### config.mk
export PLATFORM = sky130hd
export DESIGN_NAME = code_ctrl_flat
export DESIGN_NICKNAME = d
export VERILOG_FILES = /design/src/rtl/code_if.sv /design/src/rtl/code_ctrl.sv /design/src/flat_wrapper.sv
export SDC_FILE = /design/constraint.sdc
export NUM_CORES = 1
export LEC_CHECK = 0
export CELL_PAD_IN_SITES_DETAIL_PLACEMENT = 1
export CELL_PAD_IN_SITES_GLOBAL_PLACEMENT = 1
export CORE_UTILIZATION = 40
export CTS_BUF_LIST = sky130_fd_sc_hd__clkbuf_8
export DETAILED_ROUTE_END_ITERATION = 6
export GPL_TIMING_DRIVEN = 0
export PLACE_DENSITY = 0.86
export SETUP_SLACK_MARGIN = 0.3
export SLEW_MARGIN = 20
export SYNTH_ARGS = -nofsm -noshare
export SYNTH_HDL_FRONTEND = slang
export SYNTH_SLANG_ARGS = --single-unit
### constraint.sdc
create_clock -name clk -period 2.34 [get_ports clk]
set_clock_uncertainty 0.2 [all_clocks]
set_input_delay 0.351 -clock clk [delete_from_list [all_inputs] [get_ports clk]]
set_output_delay 0.351 -clock clk [all_outputs]
set_load 0.05 [all_outputs]
### src/rtl/code_if.sv
// Keypad/status bundle for the code lock controller.
// master drives the keypad strobes, slave is the controller.
interface code_if;
    logic       key_valid;
    logic [3:0] key_digit;
    logic       enter;
    logic       change;
    logic       open;
    logic       alarm;
    logic       neww;
    logic [1:0] fail_cnt;
    logic [2:0] digit_cnt;

    modport master (
        output key_valid, key_digit, enter, change,
        input  open, alarm, neww, fail_cnt, digit_cnt
    );

    modport slave (
        input  key_valid, key_digit, enter, change,
        output open, alarm, neww, fail_cnt, digit_cnt
    );
endinterface

### src/rtl/code_ctrl.sv
// Four-digit BCD code lock: open / reprogram / lockout Moore FSM.
// A single down-counter times both the OPEN and LOCKOUT dwell periods.
module code_ctrl #(
    parameter logic [15:0] DEFAULT_CODE = 16'h1234,
    parameter int          MAX_FAIL     = 3,
    parameter int          OPEN_CYCLES  = 500,
    parameter int          LOCK_CYCLES  = 1000
) (
    input  logic   clk,
    input  logic   rst,
    code_if.slave  bus
);
    localparam int TMAX = (OPEN_CYCLES > LOCK_CYCLES) ? OPEN_CYCLES : LOCK_CYCLES;
    localparam int TW   = (TMAX < 2) ? 1 : $clog2(TMAX + 1);

    typedef enum logic [1:0] {S_IDLE, S_OPEN, S_PROG, S_LOCK} state_t;

    state_t        state_q, state_d;
    logic [15:0]   code_q, code_d;
    logic [15:0]   entry_q, entry_d;
    logic [2:0]    dcnt_q, dcnt_d;
    logic [1:0]    fail_q, fail_d;
    logic [TW-1:0] timer_q, timer_d;
    logic          open_q, open_d;
    logic          alarm_q, alarm_d;
    logic          neww_q, neww_d;

    logic       strobe;
    logic       match;
    logic       digit_ok;
    logic       timer_zero;
    logic [1:0] fail_inc;

    assign strobe     = bus.enter | bus.change;
    assign match      = (dcnt_q == 3'd4) && (entry_q == code_q);
    assign timer_zero = (timer_q == '0);
    assign fail_inc   = fail_q + 2'd1;
    // Digits are only taken when no submit strobe shares the cycle.
    assign digit_ok   = ((state_q == S_IDLE) || (state_q == S_PROG)) &&
                        bus.key_valid && (bus.key_digit <= 4'd9) &&
                        (dcnt_q < 3'd4) && !strobe;

    always_ff @(posedge clk) begin
        if (rst) begin
            state_q <= S_IDLE;
            code_q  <= DEFAULT_CODE;
            entry_q <= '0;
            dcnt_q  <= '0;
            fail_q  <= '0;
            timer_q <= '0;
            open_q  <= 1'b0;
            alarm_q <= 1'b0;
            neww_q  <= 1'b0;
        end else begin
            state_q <= state_d;
            code_q  <= code_d;
            entry_q <= entry_d;
            dcnt_q  <= dcnt_d;
            fail_q  <= fail_d;
            timer_q <= timer_d;
            open_q  <= open_d;
            alarm_q <= alarm_d;
            neww_q  <= neww_d;
        end
    end

    always_comb begin
        state_d = state_q;
        unique case (state_q)
            S_IDLE: begin
                if (strobe) begin
                    if (match)                          state_d = bus.enter ? S_OPEN : S_PROG;
                    else if (fail_inc == MAX_FAIL[1:0]) state_d = S_LOCK;
                end
            end
            S_OPEN:  if (bus.enter || timer_zero) state_d = S_IDLE;
            S_PROG:  if (strobe)                  state_d = S_IDLE;
            S_LOCK:  if (timer_zero)              state_d = S_IDLE;
            default: state_d = S_IDLE;
        endcase
    end

    always_comb begin
        entry_d = entry_q;
        dcnt_d  = dcnt_q;
        code_d  = code_q;
        fail_d  = fail_q;
        timer_d = timer_q;

        if (strobe) begin
            entry_d = '0;
            dcnt_d  = '0;
        end else if (digit_ok) begin
            entry_d = {entry_q[11:0], bus.key_digit};
            dcnt_d  = dcnt_q + 3'd1;
        end

        if ((state_q == S_PROG) && bus.enter && (dcnt_q == 3'd4))
            code_d = entry_q;

        if ((state_q == S_IDLE) && strobe)
            fail_d = match ? 2'd0 : fail_inc;
        else if ((state_q == S_LOCK) && timer_zero)
            fail_d = 2'd0;

        // Load on entry so the state lasts exactly N cycles ending at count 0.
        if (state_d != state_q) begin
            if (state_d == S_OPEN)      timer_d = TW'(OPEN_CYCLES - 1);
            else if (state_d == S_LOCK) timer_d = TW'(LOCK_CYCLES - 1);
            else                        timer_d = '0;
        end else if (!timer_zero) begin
            timer_d = timer_q - 1'b1;
        end
    end

    always_comb begin
        open_d  = (state_d == S_OPEN);
        alarm_d = (state_d == S_LOCK);
        neww_d  = (state_d == S_PROG);
    end

    assign bus.open      = open_q;
    assign bus.alarm     = alarm_q;
    assign bus.neww      = neww_q;
    assign bus.fail_cnt  = fail_q;
    assign bus.digit_cnt = dcnt_q;
endmodule

### src/flat_wrapper.sv
// flat-port wrapper written by rule: the top's interface ports become plain ports
module code_ctrl_flat 
#(
    parameter logic [15:0] DEFAULT_CODE = 16'h1234,
    parameter int          MAX_FAIL     = 3,
    parameter int          OPEN_CYCLES  = 500,
    parameter int          LOCK_CYCLES  = 1000
)
  (clk, rst, bus_key_valid, bus_key_digit, bus_enter, bus_change, bus_open, bus_alarm, bus_neww, bus_fail_cnt, bus_digit_cnt);
  code_if bus_i ();
  input  logic clk;
  input  logic rst;
  input wire logic [$bits(bus_i.key_valid)-1:0] bus_key_valid;
  input wire logic [$bits(bus_i.key_digit)-1:0] bus_key_digit;
  input wire logic [$bits(bus_i.enter)-1:0] bus_enter;
  input wire logic [$bits(bus_i.change)-1:0] bus_change;
  output wire logic [$bits(bus_i.open)-1:0] bus_open;
  output wire logic [$bits(bus_i.alarm)-1:0] bus_alarm;
  output wire logic [$bits(bus_i.neww)-1:0] bus_neww;
  output wire logic [$bits(bus_i.fail_cnt)-1:0] bus_fail_cnt;
  output wire logic [$bits(bus_i.digit_cnt)-1:0] bus_digit_cnt;
  assign bus_i.key_valid = bus_key_valid;
  assign bus_i.key_digit = bus_key_digit;
  assign bus_i.enter = bus_enter;
  assign bus_i.change = bus_change;
  assign bus_open = bus_i.open;
  assign bus_alarm = bus_i.alarm;
  assign bus_neww = bus_i.neww;
  assign bus_fail_cnt = bus_i.fail_cnt;
  assign bus_digit_cnt = bus_i.digit_cnt;
  code_ctrl #(.DEFAULT_CODE(DEFAULT_CODE), .MAX_FAIL(MAX_FAIL), .OPEN_CYCLES(OPEN_CYCLES), .LOCK_CYCLES(LOCK_CYCLES)) u_core (.clk(clk), .rst(rst), .bus(bus_i));
endmodule
Word-level counts from Yosys, hierarchy flattened
Cells that the tools add are included.

storage, ports and cells
  output and inout bits = 8
  bits in registers = 52
  bits of input ports = 9

cells by class
  eq/ne operators = 11
  bitwise logic cells = 1
  magnitude comparators = 2
  add/sub/neg operators = 3
  multiplexer cells = 15
  reductions and logical operators = 16

operators by type and width
  kind                   count
  $mux 10                4
  $mux 2                 10
  $eq 16x16->1           1
  $eq 2x2->1 const B     5
  $logic_not 10->1       1
  $sub 10x1->10 const B  1
  $logic_and 1x1->1      9
  $pmux 2 s4             1
  $eq 2x1->1 const B     2
  $le 4x4->1 const B     1
  $add 3x1->3 const B    1
  $eq 3x3->1 const B     1
  $lt 3x3->1 const B     1
  $add 2x1->2 const B    1
  $logic_not 2->1        1
  $logic_or 1x1->1       2
  $ne 2x2->1             1
  $ne 2x2->1 const B     1
  $reduce_bool 2->1      1
  $reduce_or 2->1        1
  $logic_not 1->1        1
  $or 1x1->1             1

Longest topological paths before layout
Gate-level depths: netlist (run 1).

  depth in word-level cells = 10
  mapped depth = 10
  depth with buffers taken out = 9

Worst setup path after synthesis (run 1)
No wires, ideal clock.

  kind = register to register
  from = reg u_core.dcnt_q[0], in the netlist u_core.bus.digit_cnt[0]
  to = reg u_core.timer_q[8]
  arrival time = 2,253 ps
  cell stages (with the launch flop) = 8
  clock period less this slack = 2,556 ps
  required time = 2,037 ps
  slack = -216 ps
  path through = dfxtp_1 -> inv_1 -> ha_1 -> nand2_1 -> nor4_4 -> mux2_2 -> a21boi_2 -> a2111oi_2

on the way
  longest elaborated chain between the ends = 9
  elaborated cells between the ends (all ways) = 12
  classes of those cells = eq/ne: 5; mux: 6; reduce/logical: 1

ends and longest elaborated chain
  element                 line              source
  from (decl)             code_ctrl.sv:21   logic [2:0] dcnt_q, dcnt_d;
  from (signal assigned)  code_ctrl.sv:58   dcnt_q <= dcnt_d;
  $eq 3x3->1 *            code_ctrl.sv:35   assign match = (dcnt_q == 3'd4) && (entry_q == code_q);
  $logic_and 1x1->1 *     code_ctrl.sv:35
  $mux 2 *                code_ctrl.sv:72   if (match) state_d = bus.enter ? S_OPEN : S_PROG;
  $mux 2 *                code_ctrl.sv:71   if (strobe) begin
  $pmux 2 s4 *            code_ctrl.sv:69   unique case (state_q)
  $eq 2x2->1              code_ctrl.sv:109  else if (state_d == S_LOCK) timer_d = TW'(LOCK_CYCLES - 1);
  $mux 10                 code_ctrl.sv:109
  $mux 10                 code_ctrl.sv:108  if (state_d == S_OPEN) timer_d = TW'(OPEN_CYCLES - 1);
  $mux 10                 code_ctrl.sv:107  if (state_d != state_q) begin
  to (signal assigned)    code_ctrl.sv:60   timer_q <= timer_d;
  to (decl)               code_ctrl.sv:23   logic [TW-1:0] timer_q, timer_d;

Mark *: on every way between the ends. The rest lies on a longest branch, timed or not.
A chain may end at the register's enable or synchronous reset.

Worst setup path after layout (run 1)
  from = reg u_core.code_q[13]
  to = reg u_core.timer_q[8]

on the way
  longest elaborated chain between the ends = 9
  elaborated cells between the ends (all ways) = 12
  classes of those cells = eq/ne: 5; mux: 6; reduce/logical: 1

ends and longest elaborated chain
  element                 line              source
  from (decl)             code_ctrl.sv:19   logic [15:0] code_q, code_d;
  from (signal assigned)  code_ctrl.sv:56   code_q <= code_d;
  $eq 16x16->1 *          code_ctrl.sv:35
  $logic_and 1x1->1 *     code_ctrl.sv:35
  $mux 2 *                code_ctrl.sv:72
  $mux 2 *                code_ctrl.sv:71
  $pmux 2 s4 *            code_ctrl.sv:69
  $eq 2x2->1              code_ctrl.sv:109
  $mux 10                 code_ctrl.sv:109
  $mux 10                 code_ctrl.sv:108
  $mux 10                 code_ctrl.sv:107

Marked as above.

==> summary.md, run 1 <==
| Metric | Value |
|---|---|
| Number of buffers between clock root and the deepest sink | `2` |
| Pleak | `roughly 0.0011 uW` |
| Type of the setup path with the least slack | `reg -> reg` |
| Die footprint | `6243 um^2` |
| Pwr per Cell Area | `964.1 nW/um^2` |
| Final-layout fill cell count | `between 600 and 700` |
| Overflow left after global routing | `0` |
| Ratio of cells with drive above 1 in the final layout | `a little over a fifth` |
| Highest clock rate | `398.2 MHz` |
| Area growth from synthesis to layout | `26.69%` |
| Clock sinks | `52` |
| Port buffer count | `14` |
| Number of pins with negative max-slew slack in the final report | `0` |
| Insertion delay to the later sink of the worst-skew pair | `around 0.31 ns` |
| Starting utilization of the core area | `42.30%` |
| Number of global-route vias before repair | `between 2000 and 2500` |
| Delay-heaviest family, CP | `simple AND/OR/NAND/NOR gates` |
| Number of DRC violations after detailed routing | `0` |
| Overall die width | `slightly below 80 um` |
| Most area-hungry cell type in the Yosys netlist | `sky130_fd_sc_hd__dfxtp_1` |
| Net total in the final layout | `approximately 340` |
| Mean post-synth cell area | `7.961 um^2` |
| Arrival time at the worst endpoint | `around 2.5 ns` |
| Site Rows | `27` |
| Number of buffer and inverter instances along the worst setup path | `2` |
| Setup slack after placement | `-0.4689 ns` |
| Multi-input gate area | `1399 um^2` |
| Count of H-tree levels built during CTS | `2` |
| Gp weighted congestion | `approximately 0.83` |
| WL final | `7214 um` |
| Normalized max-slew margin | `between 50% and 60%` |
| Setup crit end kind | `flip-flop` |
| Worst IR Drop VDD | `452.6 uV` |
| Synthesized netlist cell count | `just under 300` |
| Clock slew at the register clock pins of the worst setup and hold paths | `around 0.1 ns` |
| Footprint of the flip-flops and latches | `~1100 um^2` |
| Violated checks | `setup timing` |
| Overall Global Routing Usage | `roughly a quarter` |
| Root Buffer | `sky130_fd_sc_hd__clkbuf_8` |
| Number of synthesized register bits | `52` |
| Fraction of the yosys area taken by sequential cells | `43.88%` |
| Yosys top cell area share | `a little over two fifths` |
| First-pass iteration count of the detailed router | `4` |
| Number of nets with antenna violations after routing | `0` |
| Launching element type of the critical path | `flip-flop` |
| Maximum number of pins on one net before global-route repair | `17` |
| Smallest setup slack after layout | `-0.1716 ns` |
| Final hold violations | `0` |
| Number of unique standard cell types used by synthesis | `37` |
| Overall power | `between 2000 and 3000 uW` |
| Synthesized net count | `slightly above 300` |
| First-pass GRT wire length | `approximately 12000 um` |
| CP Cell Sequence | `xor2_1 -> nor4_2 -> nand3_2 -> nor4_4 -> buf_4 -> mux2_4 -> buf_12 -> a21boi_4 -> a2111oi_4` |
| Worst path required time | `2.32 ns` |
| Highest net fanout along the worst path | `10` |
| Commonest non-fill, non-tap cell in the layout | `sky130_fd_sc_hd__nand2_1` |
| Number of max-cap violations | `0` |
| Number of antenna violations at the first check in global routing | `0` |
| Initial drt markers | `between 80 and 90` |
| Final worst-path cycle share | `107.3%` |
| Clock tree from TritonCTS | `yes` |
| Class of the tightest hold or removal check | `reg -> reg` |
| Floorplan Core Area | `between 5000 and 6000 um^2` |
| # setup viols final | `14` |
| Status | `complete, but fails checks` |
| Average vias per placed instance | `roughly 5.5` |
| Tmin final | `2.512 ns` |
| Via count | `between 2000 and 2500` |
| Number of synthesis warnings | `0` |
| Placed wire-length estimate after detailed placement | `between 4000 and 5000 um` |
| Leading cell types in the layout, fill and taps excluded | `sky130_fd_sc_hd__nand2_1 (74), sky130_fd_sc_hd__dfxtp_1 (42), sky130_fd_sc_hd__a21oi_1 (36)` |
| Slowest cell on the critical path | `sky130_fd_sc_hd__nor4_2` |
| Num CTS Buffers | `5` |
| CP max stage delay | `about 0.38 ns` |
| Setup repair after global routing missed its margin | `true` |
| Synth top area cells | `sky130_fd_sc_hd__dfxtp_1 (44%), sky130_fd_sc_hd__nand2_1 (12%), sky130_fd_sc_hd__a21oi_1 (8.4%)` |
| Combined area of all synthesized cells | `roughly 2400 um^2` |
| Vert. Die Dim | `just under 80 um` |
| Top-level port count | `17` |
| Worst reg2reg setup slack | `-0.17 ns` |
| Wire length per cell after detailed routing | `approximately 18 um` |
| Number of antenna diodes | `0` |
| Transition time at the pin with the least slew margin | `approximately 0.66 ns` |
| Worst hold slack | `0.2786 ns` |
## worst reg2reg max path, cell delays in order, from the launching register on
cell and delay, ns:
sky130_fd_sc_hd__dfxtp_2 0.34, sky130_fd_sc_hd__xor2_1 0.16, sky130_fd_sc_hd__nor4_2 0.38, sky130_fd_sc_hd__nand3_2 0.18
sky130_fd_sc_hd__nor4_4 0.23, sky130_fd_sc_hd__buf_4 0.19, sky130_fd_sc_hd__mux2_4 0.32, sky130_fd_sc_hd__buf_12 0.16
sky130_fd_sc_hd__a21boi_4 0.17, sky130_fd_sc_hd__a2111oi_4 0.07
## state kept, by name (all words and copies together), names as in the netlist
signal / flops
u_core.timer_q: 10
u_core.bus.alarm: 1
u_core.state_q: 2
u_core.bus.fail_cnt: 2
u_core.bus.digit_cnt: 3
u_core.bus.open: 1
u_core.bus.neww: 1
u_core.code_q: 16
u_core.entry_q: 16
## metrics by stage
stage | instances | utilization [%] | area [um^2] | setup TNS (ns)
after floorplan | 298 | - | 2406 | -0.1376
after global placement | 384 | 47.01 | 2636 | -7.385
after detailed placement | 384 | 47.01 | 2636 | -8.736
after CTS | 401 | 52.01 | 2917 | -0.4056
after global routing | 401 | 53.59 | 3005 | -2.354
final | 401 | 53.59 | 3005 | -1.150
## what timing repair did
item                                    in CTS  in global routing
buffers inserted                             9                  0
hold buffers                                 0                  0
endpoints found under the hold margin        0                  0
resized for setup                           31                 30
endpoints found under the setup margin      42                 39
pin swaps                                    9                  1
## where the power goes
part           total [uW]  internal, uW  switching [uW]
registers            1080           979             100
logic                1190           544             645
clock network         630           317             313
## area by class of cell
| cell class | instances | share of cell area [%] |
|---|---|---|
| clock inverters | 3 | 1.415 |
| flip-flops and latches | 52 | 35.05 |
| multi-input cells | 221 | 46.54 |
| well taps | 72 | 2.998 |
| plain buffers | 17 | 3.747 |
| inverters | 8 | 0.9992 |
| clock buffers | 5 | 2.290 |
| repair buffers | 23 | 6.953 |
## path summary, 6_finish.rpt
check | cells after the start | startpoint | endpoint
min | 2 | u_core.code_q[10] | u_core.code_q[10]
max reg2reg | 9 | u_core.code_q[13] | u_core.timer_q[8]
min reg2reg | 2 | u_core.code_q[10] | u_core.code_q[10]
max | 9 | u_core.code_q[13] | u_core.timer_q[8]
## layer usage
layer | GRT usage, % | share of wire (%)
met2 | 43.19 | 52
met5 | 0 | 0
met3 | 4.253 | 2.3
met4 | 9.818 | 2.5
met1 | 28.37 | 44
## cell usage after synthesis
cell type and n:
sky130_fd_sc_hd__nand2_1 75, sky130_fd_sc_hd__dfxtp_1 52, sky130_fd_sc_hd__a21oi_1 40, sky130_fd_sc_hd__nor2_1 20, sky130_fd_sc_hd__clkbuf_1 15, sky130_fd_sc_hd__xor2_1 14, sky130_fd_sc_hd__nor3_1 11, sky130_fd_sc_hd__nand3_1 9
sky130_fd_sc_hd__xnor2_1 9, sky130_fd_sc_hd__inv_1 7, sky130_fd_sc_hd__nand3b_1 5, sky130_fd_sc_hd__ha_1 4, sky130_fd_sc_hd__a31oi_1 3, sky130_fd_sc_hd__nor3b_1 3, sky130_fd_sc_hd__nor4_1 3, sky130_fd_sc_hd__o21ai_0 3
sky130_fd_sc_hd__or3_1 3, sky130_fd_sc_hd__mux2_2 2, sky130_fd_sc_hd__nand4_1 2, sky130_fd_sc_hd__a2111oi_2 1, sky130_fd_sc_hd__a211oi_1 1, sky130_fd_sc_hd__a21boi_0 1, sky130_fd_sc_hd__a21boi_2 1, sky130_fd_sc_hd__a22o_1 1
sky130_fd_sc_hd__a22oi_1 1, sky130_fd_sc_hd__and2b_2 1, sky130_fd_sc_hd__and3_1 1, sky130_fd_sc_hd__and3_2 1, sky130_fd_sc_hd__and3b_1 1, sky130_fd_sc_hd__buf_2 1, sky130_fd_sc_hd__buf_8 1, sky130_fd_sc_hd__clkinv_1 1
sky130_fd_sc_hd__mux2_4 1, sky130_fd_sc_hd__mux2i_1 1, sky130_fd_sc_hd__nor4_4 1, sky130_fd_sc_hd__o21bai_1 1, sky130_fd_sc_hd__o31ai_1 1
## cell families (layout without fill, tap and decap cells)
family / after synthesis / after routing / synth area share (%)
XOR/XNOR: 23 / 23 / 8.492
AO/OA/AOI/OAI: 54 / 54 / 12.92
adder cells (fa/ha/maj): 4 / 4 / 2.110
buffers and inverters: 25 / 56 / 4.483
multiplexers: 4 / 4 / 2.004
flip-flops: 52 / 52 / 43.88
AND/OR/NAND/NOR: 136 / 136 / 26.11
Power figures use the tool's default switching activity.
==> run 2: changes to the inputs <==
--- a/config.mk
+++ b/config.mk
@@ -7,11 +7,10 @@
 export LEC_CHECK = 0
 export CELL_PAD_IN_SITES_DETAIL_PLACEMENT = 1
 export CELL_PAD_IN_SITES_GLOBAL_PLACEMENT = 1
-export CORE_UTILIZATION = 40
-export CTS_BUF_LIST = sky130_fd_sc_hd__clkbuf_8
+export CORE_UTILIZATION = 39
 export DETAILED_ROUTE_END_ITERATION = 6
 export GPL_TIMING_DRIVEN = 0
-export PLACE_DENSITY = 0.86
+export PLACE_DENSITY = 0.85
 export SETUP_SLACK_MARGIN = 0.3
 export SLEW_MARGIN = 20
 export SYNTH_ARGS = -nofsm -noshare
==> run 2 against run 1 <==
The flow still finishes with violations (setup timing). Critical endpoint unchanged. Non-clock buffer count increased by 1. Critical path depth decreased by 1. Worst setup slack improved by 0.10 ns. Largest power group unchanged. Maximum frequency increased by 4.2%. Sequential share of layout area decreased by 0.34 points. Sequential power about the same. Global-route usage decreased by 1.9 points. Routed wire length decreased by 6.6%.
==> summary.md, run 2 (synthesized netlist as in run 1, its figures left out) <==
| Metric | Value |
|---|---|
| Number of max-cap violations | `0` |
| Final Non-Filler Cells | `slightly above 400` |
| Worst IR Drop VDD | `roughly 540 uV` |
| Worst-case reg-to-reg path depth | `8` |
| Site Rows | `28` |
| Initial drt markers | `65` |
| Pwr per Cell Area | `912.2 nW/um^2` |
| Worst Setup EP | `u_core.timer_q[8]` |
| Setup crit end kind | `flip-flop` |
| Vert. Die Dim | `around 80 um` |
| Overall Global Routing Usage | `22.28%` |
| Largest registers ranked by flip-flop count | `u_core.code_q (16), u_core.entry_q (16), u_core.timer_q (10)` |
| Num CTS Buffers | `5` |
| Critical register-to-register path endpoint | `u_core.timer_q[8]` |
| Launching element type of the critical path | `flip-flop` |
| Wire length per cell after detailed routing | `around 17 um` |
| Count of H-tree levels built during CTS | `2` |
| Clock tree from TritonCTS | `yes` |
| Worst reg2reg setup slack | `-0.07 ns` |
| Type of the setup path with the least slack | `reg -> reg` |
| Via count | `~2200` |
| Status | `complete, but fails checks` |
| Clock slew at the register clock pins of the worst setup and hold paths | `0.10 ns` |
| Net total in the final layout | `~340` |
| Placed wire-length estimate after detailed placement | `about 4200 um` |
| First-pass iteration count of the detailed router | `4` |
| Ratio of cells with drive above 1 in the final layout | `roughly a quarter` |
| Area growth from synthesis to layout | `28.69%` |
| Core Util, Final | `between 50% and 60%` |
| Number of global-route vias before repair | `~2200` |
| Top-level port count | `17` |
| Leading cell types in the layout, fill and taps excluded | `sky130_fd_sc_hd__nand2_1 (73), sky130_fd_sc_hd__dfxtp_1 (41), sky130_fd_sc_hd__a21oi_1 (37)` |
| Worst hold slack | `0.2728 ns` |
| Highest clock rate | `414.9 MHz` |
| Floorplan Core Area | `about 5900 um^2` |
| Highest net fanout along the worst path | `4` |
| Port buffer count | `14` |
| Class of the tightest hold or removal check | `reg -> reg` |
| Clock sinks | `52` |
| Overall die width | `about 80 um` |
| Worst r2r src | `u_core.entry_q[4]` |
| Commonest non-fill, non-tap cell in the layout | `sky130_fd_sc_hd__nand2_1` |
| Startpoint of the most critical setup path | `u_core.entry_q[4]` |
| Root Buffer | `sky130_fd_sc_hd__clkbuf_8` |
| Arrival time at the worst endpoint | `approximately 2.4 ns` |
| Hold buffer count at cts | `0` |
| Overflow left after global routing | `0` |
| Die footprint | `between 6000 and 7000 um^2` |
| Transition time at the pin with the least slew margin | `approximately 0.63 ns` |
| Final hold violations | `0` |
| Maximum number of pins on one net before global-route repair | `17` |
| Violated checks | `setup timing` |
| Average vias per placed instance | `around 5.3` |
| Worst path required time | `~2.4 ns` |
| WL final | `approximately 6700 um` |
| Number of antenna violations at the first check in global routing | `0` |
| Final worst-path cycle share | `103.0%` |
| Starting utilization of the core area | `40.31%` |
| Dpl cells | `between 300 and 400` |
| Setup repair after global routing missed its margin | `true` |
| Number of pins with negative max-slew slack in the final report | `0` |
| Number of antenna diodes | `0` |
| Normalized max-slew margin | `about 58%` |
| # setup viols final | `5` |
| Tmin final | `between 2 and 2.5 ns` |
| Insertion delay to the later sink of the worst-skew pair | `around 0.32 ns` |
| Number of nets with antenna violations after routing | `0` |
| Number of buffers between clock root and the deepest sink | `2` |
| First-pass GRT wire length | `10810 um` |
| Number of DRC violations after detailed routing | `0` |
| Smallest setup slack after layout | `-0.07044 ns` |
| Gp weighted congestion | `between 0.7 and 0.8` |
| Pleak | `between 0.001 and 0.0015 uW` |
[run 2: cell types whose count changed in the layout (fill, tap and decap cells not counted), sizes merged]
| cell | before | now |
|---|---|---|
| clkinv | 2 | 1 |
| clkbuf | 18 | 17 |
| buf | 13 | 16 |
| bufinv | 1 | 0 |
| inv | 7 | 8 |
[run 2: worst min-delay path by stage]
stage	start	to	slack, ns	cells past startpoint
detailed placement	u_core.code_q[1]	u_core.code_q[1]	0.26	2
floorplan	u_core.code_q[0]	u_core.code_q[0]	0.25	2
CTS	bus_enter	u_core.timer_q[4]	0.25	3
finish	u_core.code_q[1]	u_core.code_q[1]	0.27	2
global placement	u_core.code_q[10]	u_core.code_q[10]	0.25	2
global route	u_core.code_q[1]	u_core.code_q[1]	0.30	2
[run 2: area by class of cell]
type / instances / area (um^2)
buffer: 17 / 107.6
multi-input combinational: 221 / 1436
clock buffer: 6 / 72.57
inverter: 8 / 30.03
tap: 75 / 93.84
clock inverter: 2 / 16.27
fill: 710 / 2833
sequential: 52 / 1060
timing repair buffer: 24 / 236.5
[run 2: power breakdown]
group / switching (uW) / internal [uW]
Sequential: 97.8 / 977
Combinational: 608 / 575
Clock: 314 / 214
Total: 1020 / 1770
[run 2: metal layers]
| layer | share of wire (%) | global-route usage (%) | wire, um |
|---|---|---|---|
| met5 | 0 | 0 | 0 |
| met1 | 45 | 25.00 | 3011 |
| met2 | 51 | 41.79 | 3435 |
| met3 | 1.9 | 3.886 | 126 |
| met4 | 2.4 | 7.679 | 165 |
[run 2: critical path: stages, from the launching register on]
cell	delay [ns]
sky130_fd_sc_hd__dfxtp_1	0.37
sky130_fd_sc_hd__xor2_1	0.15
sky130_fd_sc_hd__nor3_1	0.29
sky130_fd_sc_hd__nand3_2	0.17
sky130_fd_sc_hd__nor4_4	0.15
sky130_fd_sc_hd__buf_4	0.19
sky130_fd_sc_hd__mux2_4	0.34
sky130_fd_sc_hd__a21boi_4	0.15
sky130_fd_sc_hd__a2111oi_4	0.30
[run 2: what timing repair did]
action	in CTS	in global routing
setup buffers	7	2
gates cloned	1	0
pin swaps	13	9
gates resized for setup	36	37
setup endpoints to repair	41	41
[run 2: per-stage QoR]
stage                     instance area [um^2]  setup WS, ns  setup TNS, ns  power (uW)
after floorplan                           2406      -0.09951        -0.1376        1729
after global placement                    2640       -0.4169         -7.727        1868
after detailed placement                  2640       -0.4306         -7.969        1905
after CTS                                 2925       -0.2189         -1.516        2613
after global routing                      3053       -0.1534        -0.7058        2957
final                                     3053      -0.07044        -0.1263        2785
